File: src/rtl/regfile_pkg.sv
// Shared types and default sizing for the parametrised register file.
package regfile_pkg;

  // Clear-sweep controller states
  typedef enum logic {
    RF_IDLE  = 1'b0,
    RF_CLEAR = 1'b1
  } rf_state_t;

  // Default geometry: 32 entries of 32 bits, two read ports
  localparam int RF_DATA_W = 32;
  localparam int RF_ADDR_W = 5;
  localparam int RF_N_RD   = 2;

endpackage

File: src/rtl/regfile_rd_port.sv
// One read port: address mux over the flattened storage, zero-register mask,
// and an optional output register with write-first bypass.
module regfile_rd_port
  import regfile_pkg::*;
#(
  parameter int DATA_W   = RF_DATA_W,
  parameter int ADDR_W   = RF_ADDR_W,
  parameter int ZERO_REG = 1,
  parameter int RD_REG   = 0
) (
  input  logic                             clk,
  input  logic                             rst_n,
  input  logic [(2**ADDR_W)*DATA_W-1:0]    mem_flat,
  input  logic [ADDR_W-1:0]                raddr,
  input  logic                             commit_en,
  input  logic [ADDR_W-1:0]                commit_addr,
  input  logic [DATA_W/8-1:0]              commit_be,
  input  logic [DATA_W-1:0]                commit_data,
  output logic [DATA_W-1:0]                rdata
);

  localparam int NBYTES = DATA_W / 8;

  logic [DATA_W-1:0] raw_data;
  logic [DATA_W-1:0] merged_data;
  logic [DATA_W-1:0] comb_data;
  logic [DATA_W-1:0] rdata_next;
  logic [DATA_W-1:0] rdata_reg;
  logic              is_zero;
  logic              hit;

  assign raw_data = mem_flat[int'(raddr)*DATA_W +: DATA_W];
  assign is_zero  = (ZERO_REG != 0) && (raddr == '0);
  assign hit      = commit_en && (commit_addr == raddr);

  // Byte-merge of the value being committed this edge over the current contents
  genvar gi;
  generate
    for (gi = 0; gi < NBYTES; gi++) begin : g_merge
      assign merged_data[gi*8 +: 8] = commit_be[gi] ? commit_data[gi*8 +: 8]
                                                    : raw_data[gi*8 +: 8];
    end
  endgenerate

  assign comb_data  = is_zero ? '0 : raw_data;
  assign rdata_next = is_zero ? '0 : (hit ? merged_data : raw_data);

  // Registered read: write-first, so a same-edge write is seen immediately
  always_ff @(posedge clk or negedge rst_n) begin
    if (!rst_n) begin
      rdata_reg <= '0;
    end else begin
      rdata_reg <= rdata_next;
    end
  end

  // RD_REG is constant, so synthesis keeps only the selected path
  assign rdata = (RD_REG != 0) ? rdata_reg : comb_data;

endmodule

File: src/rtl/regfile_np.sv
// Parametrised multi-port register file with byte-enabled writes, optional
// hard-wired zero entry, optional registered reads and a sequenced clear sweep.
module regfile_np
  import regfile_pkg::*;
#(
  parameter int DATA_W   = RF_DATA_W,
  parameter int ADDR_W   = RF_ADDR_W,
  parameter int N_RD     = RF_N_RD,
  parameter int ZERO_REG = 1,
  parameter int RD_REG   = 0
) (
  input  logic                     clk,
  input  logic                     rst_n,
  input  logic                     we,
  input  logic [DATA_W/8-1:0]      wbe,
  input  logic [ADDR_W-1:0]        waddr,
  input  logic [DATA_W-1:0]        wdata,
  input  logic [N_RD*ADDR_W-1:0]   raddr,
  output logic [N_RD*DATA_W-1:0]   rdata,
  input  logic                     clr,
  output logic                     busy
);

  localparam int               DEPTH    = 2**ADDR_W;
  localparam int               NBYTES   = DATA_W / 8;
  localparam logic [ADDR_W:0]  LAST_IDX = (ADDR_W+1)'(DEPTH - 1);

  rf_state_t           state_reg;
  logic [ADDR_W:0]     cnt_reg;
  logic                busy_reg;

  logic [DATA_W-1:0]   mem [DEPTH];
  logic [DEPTH*DATA_W-1:0] mem_flat;

  logic                clearing;
  logic                wr_ok;
  logic                commit_en;
  logic [ADDR_W-1:0]   commit_addr;
  logic [NBYTES-1:0]   commit_be;
  logic [DATA_W-1:0]   commit_data;

  // The sweep owns the write path while it runs; user writes are ignored then.
  assign clearing    = (state_reg == RF_CLEAR);
  assign wr_ok       = we && !clearing && !((ZERO_REG != 0) && (waddr == '0));
  assign commit_en   = clearing || wr_ok;
  assign commit_addr = clearing ? cnt_reg[ADDR_W-1:0] : waddr;
  assign commit_be   = clearing ? '1 : wbe;
  assign commit_data = clearing ? '0 : wdata;

  // Clear-sweep controller: one entry per cycle, busy is a registered flag
  always_ff @(posedge clk or negedge rst_n) begin
    if (!rst_n) begin
      state_reg <= RF_IDLE;
      cnt_reg   <= '0;
      busy_reg  <= 1'b0;
    end else begin
      case (state_reg)
        RF_IDLE: begin
          if (clr) begin
            state_reg <= RF_CLEAR;
            cnt_reg   <= '0;
            busy_reg  <= 1'b1;
          end
        end
        RF_CLEAR: begin
          if (cnt_reg == LAST_IDX) begin
            state_reg <= RF_IDLE;
            cnt_reg   <= '0;
            busy_reg  <= 1'b0;
          end else begin
            cnt_reg <= cnt_reg + 1'b1;
          end
        end
        default: begin
          state_reg <= RF_IDLE;
          cnt_reg   <= '0;
          busy_reg  <= 1'b0;
        end
      endcase
    end
  end

  assign busy = busy_reg;

  // Storage: each entry is its own register so reset can clear everything at once
  genvar gi;
  generate
    for (gi = 0; gi < DEPTH; gi++) begin : g_entry
      // Byte-enabled update of this entry when the commit targets it
      always_ff @(posedge clk or negedge rst_n) begin
        if (!rst_n) begin
          mem[gi] <= '0;
        end else if (commit_en && (commit_addr == ADDR_W'(gi))) begin
          for (int b = 0; b < NBYTES; b++) begin
            if (commit_be[b]) begin
              mem[gi][b*8 +: 8] <= commit_data[b*8 +: 8];
            end
          end
        end
      end
      assign mem_flat[gi*DATA_W +: DATA_W] = mem[gi];
    end

    for (gi = 0; gi < N_RD; gi++) begin : g_rd
      regfile_rd_port #(
        .DATA_W   (DATA_W),
        .ADDR_W   (ADDR_W),
        .ZERO_REG (ZERO_REG),
        .RD_REG   (RD_REG)
      ) u_port (
        .clk         (clk),
        .rst_n       (rst_n),
        .mem_flat    (mem_flat),
        .raddr       (raddr[gi*ADDR_W +: ADDR_W]),
        .commit_en   (commit_en),
        .commit_addr (commit_addr),
        .commit_be   (commit_be),
        .commit_data (commit_data),
        .rdata       (rdata[gi*DATA_W +: DATA_W])
      );
    end
  endgenerate

endmodule

File: config.mk
export PLATFORM = sky130hd
export DESIGN_NAME = regfile_np
export DESIGN_NICKNAME = d
export VERILOG_FILES = /design/src/rtl/regfile_pkg.sv /design/src/rtl/regfile_rd_port.sv /design/src/rtl/regfile_np.sv
export SDC_FILE = /design/constraint.sdc
export NUM_CORES = 2
export LEC_CHECK = 0
export ABC_AREA = 0
export CAP_MARGIN = 20
export CORE_AREA = 2 2 402 404
export DETAILED_ROUTE_END_ITERATION = 12
export DIE_AREA = 0 0 404 406
export GPL_TIMING_DRIVEN = 0
export PLACE_DENSITY = 0.58
export SYNTH_ARGS = -nofsm -noshare
export SYNTH_HDL_FRONTEND = slang
export SYNTH_SLANG_ARGS = --single-unit
export TNS_END_PERCENT = 100
File: constraint.sdc
create_clock -name clk -period 3.84 [get_ports clk]
set_clock_uncertainty 0.05 [all_clocks]
set_input_delay 0.768 -clock clk [delete_from_list [all_inputs] [get_ports clk]]
set_output_delay 0.768 -clock clk [all_outputs]
set_load 0.01 [all_outputs]
==> metrics.txt <==
status=finished, violations left; failing checks=negative setup slack; Setup WS pre-CTS=-2.45 ns; Worst Hold Class=flop to flop; Post-DRT Antenna Nets=0; Fill cells=14600; Post-synth EDFFs=0; H-tree level count=3; f_max=0.254 GHz; Setup crit start kind=input pin; Pre-antenna DRT Iters=6; final worst path period need=3.94 ns; slowest CP cell=a22oi_2; FFs w/ async S/R, synth=100%; largest net degree at the start of global routing=163; clk slew on worst S/H paths=0.06 ns; Worst Path Max Fanout=8; Area after DPL=60200 µm²; core outline area=160000 µm²; Worst R2R Path Depth=6; Synth cell types=49; complex-gate fraction of the synthesized area=5.07%; Hold Fails Final Rpt=0; nets=4074; Seq. cell area=25800 µm²; CP Class=input pin to flop; Pwr Total=39.6 mW; Yosys warning count=0; HP Start=mem[938]; Final Core Density=41.7%; Slew headroom=19.1%; clk_lat worst skew=0.77 ns; Synth Area per Inst=14.9 µm²; CTS Root Cell=clkbuf_16; setup slack, reg-to-reg=0.07 ns; measured slew at the worst slew-check pin=1.21 ns; Critical Path RT=4.43 ns; Mapped Nets=3781; initial antenna violation count=10; MaxCap Viol Count=0; Post-Synth XOR/XNOR Area=0%; pwr dens=595 nW/µm²; most frequent cell after synthesis=dfrtp_1; dpl cells=5972; First DRT Iteration DRCs=4814; die area=164000 µm²; CTS tree=built; Adder-Cell Fraction of Synth Area=0.0225%; sequential element share of the synthesized area=46.5%; Die H=406 µm; crit-path leading delay family=simple AND/OR/NAND/NOR gates; busiest grt layer=met2; leak pwr=29.7 nW; first-pass GRT wire length=312000 µm; IO Count=120; mux cell area share after synthesis=42.4%; met2 capacity usage during global routing=41.2%; number of global-route vias before repair=39000; area share of the largest cell type after synthesis=46.5%; number of vias per cell=6.27; gpl congestion=0.914; CP peak stage delay=0.87 ns; largest family of logic cells by synthesized area=multiplexers; synth top area cells=dfrtp_1 47%, mux2_2 20%, mux4_2 18%, mux2i_1 3.5%, clkbuf_1 1.5%; CP Capture Type=flop; CP arrival=4.53 ns; post-synthesis instance area=55500 µm²; RR Endpoint=mem[950]; Post-Layout Inst Area=66500 µm²; met1 Resource Use GR=35.9%; CTS buffer count=117; chip width=404 µm; Avg WL per Cell=36.1 µm; crit share post-route=103%; Layout Cells excl Fill=6215; Largest register FFs=1024; worst-path cell chain=clkdlybuf4s50_1 > or3b_2 > clkbuf_1 > a22oi_2 > nand2_1 > mux2_1; Clock Path Buffers=3; RSZ-0062 raised after global routing=true; routed vias=39000; post-route setup TNS=-0.496 ns; DRC viols=0; Final Max Tran Viols=0; ys flop type=dfrtp_1; Setup WS post-layout=-0.0996 ns; Mapped Cells=3725; num rows=147; met3 global-route usage=8.11%; Cells on Worst Hold Path=1; total track usage=27.3%; Yosys reg bits=1032; drt total wl=224000 µm; final setup vio count=11; area leader, netlist=dfrtp_1; number of cells on the critical path=6; port buffer count=111; initial core utilization=34.8%; R2R Path Start=clearing; hold path endpoint=mem[938]; Post-synth top cells=1032 x dfrtp_1, 995 x mux2_2, 448 x mux4_2; area of the multi-input gates=29200 µm²; CTS Sinks=1032; post-DP HPWL=158000 µm; Area Growth Syn to Fin=19.8%; grt total ovfl=0; layout cell share with drive strength beyond 1=52.6%; hold_ws=0.457 ns; Buf/Inv on CP=2; peak supply drop=406 µV; simple-gate area share of the yosys netlist=3.39%
[worst register-to-register path, delay by kind of cell (launching register included)]
family	cells	cell delay (ns)
buffers and inverters	2	0.45
multiplexers	1	0.59
flip-flops	1	0.54
AO/OA/AOI/OAI	1	0.89
AND/OR/NAND/NOR	2	1.12
[cells by family (layout without fill, tap and decap cells)]
kind of cell,Yosys count,count (layout)
compound gates,367,367
flops,1032,1032
fa+ha+maj,1,1
buf+inv,343,738
other cells,0,9
simple gates,316,316
mux,1666,1666
[how the worst max path moves through the flow]
stage | to | from | slack (ns)
CTS | rdata[27] | raddr[3] | -0.05
floorplan | rdata[38] | raddr[5] | 0.54
global placement | mem[533] | rst_n | -46.26
global route | rdata[45] | raddr[5] | -0.009
finish | mem[950] | waddr[1] | -0.1
detailed placement | rdata[9] | raddr[0] | -2.45
[layer usage]
layer,vias up,routed length (µm)
met5,-,22
met4,4,13200
met3,546,21700
met2,2138,99400
met1,21100,90100
li1,15200,-
[cell usage in the layout (no fill, tap or decap), types with 44 or more instances in the layout]
master / netlist / layout
dlygate4sd2_1: 0 / 44
clkdlybuf4s50_1: 0 / 45
dfrtp_1: 1032 / 1032
clkbuf_8: 0 / 62
buf_8: 0 / 46
clkbuf_1: 217 / 148
mux2_2: 995 / 995
nand2_1: 58 / 58
clkbuf_16: 0 / 126
nor2b_1: 103 / 99
mux4_2: 448 / 448
o21ai_0: 84 / 53
mux2i_1: 194 / 194
nand2_2: 88 / 88
a221oi_1: 47 / 46
a22oi_1: 64 / 44
[power breakdown]
group	total (mW)	switching [mW]	internal (mW)
Combinational	11.5	5.65	5.84
Clock	12.2	4.87	7.33
Sequential	15.9	2.20	13.7
[cell type report]
type	instances	share of cell area, %
Antenna cell	9	0.0339
Buffer	334	3.86
Clock buffer	184	5.46
Clock inverter	37	0.814
Inverter	5	0.0282
Multi-Input combinational cell	2350	43.8
Sequential cell	1032	38.8
Tap cell	2086	3.92
Timing Repair Buffer	178	3.24
[timing repair]
item                                    in CTS  in global routing
endpoints found under the setup margin      64                 64
buffers inserted                             5                  7
hold buffers                                 1                  0
endpoints found under the hold margin       71                  0
resized for setup                          646                 43
pin swaps                                   45                 29
Power figures use the tool's default switching activity.
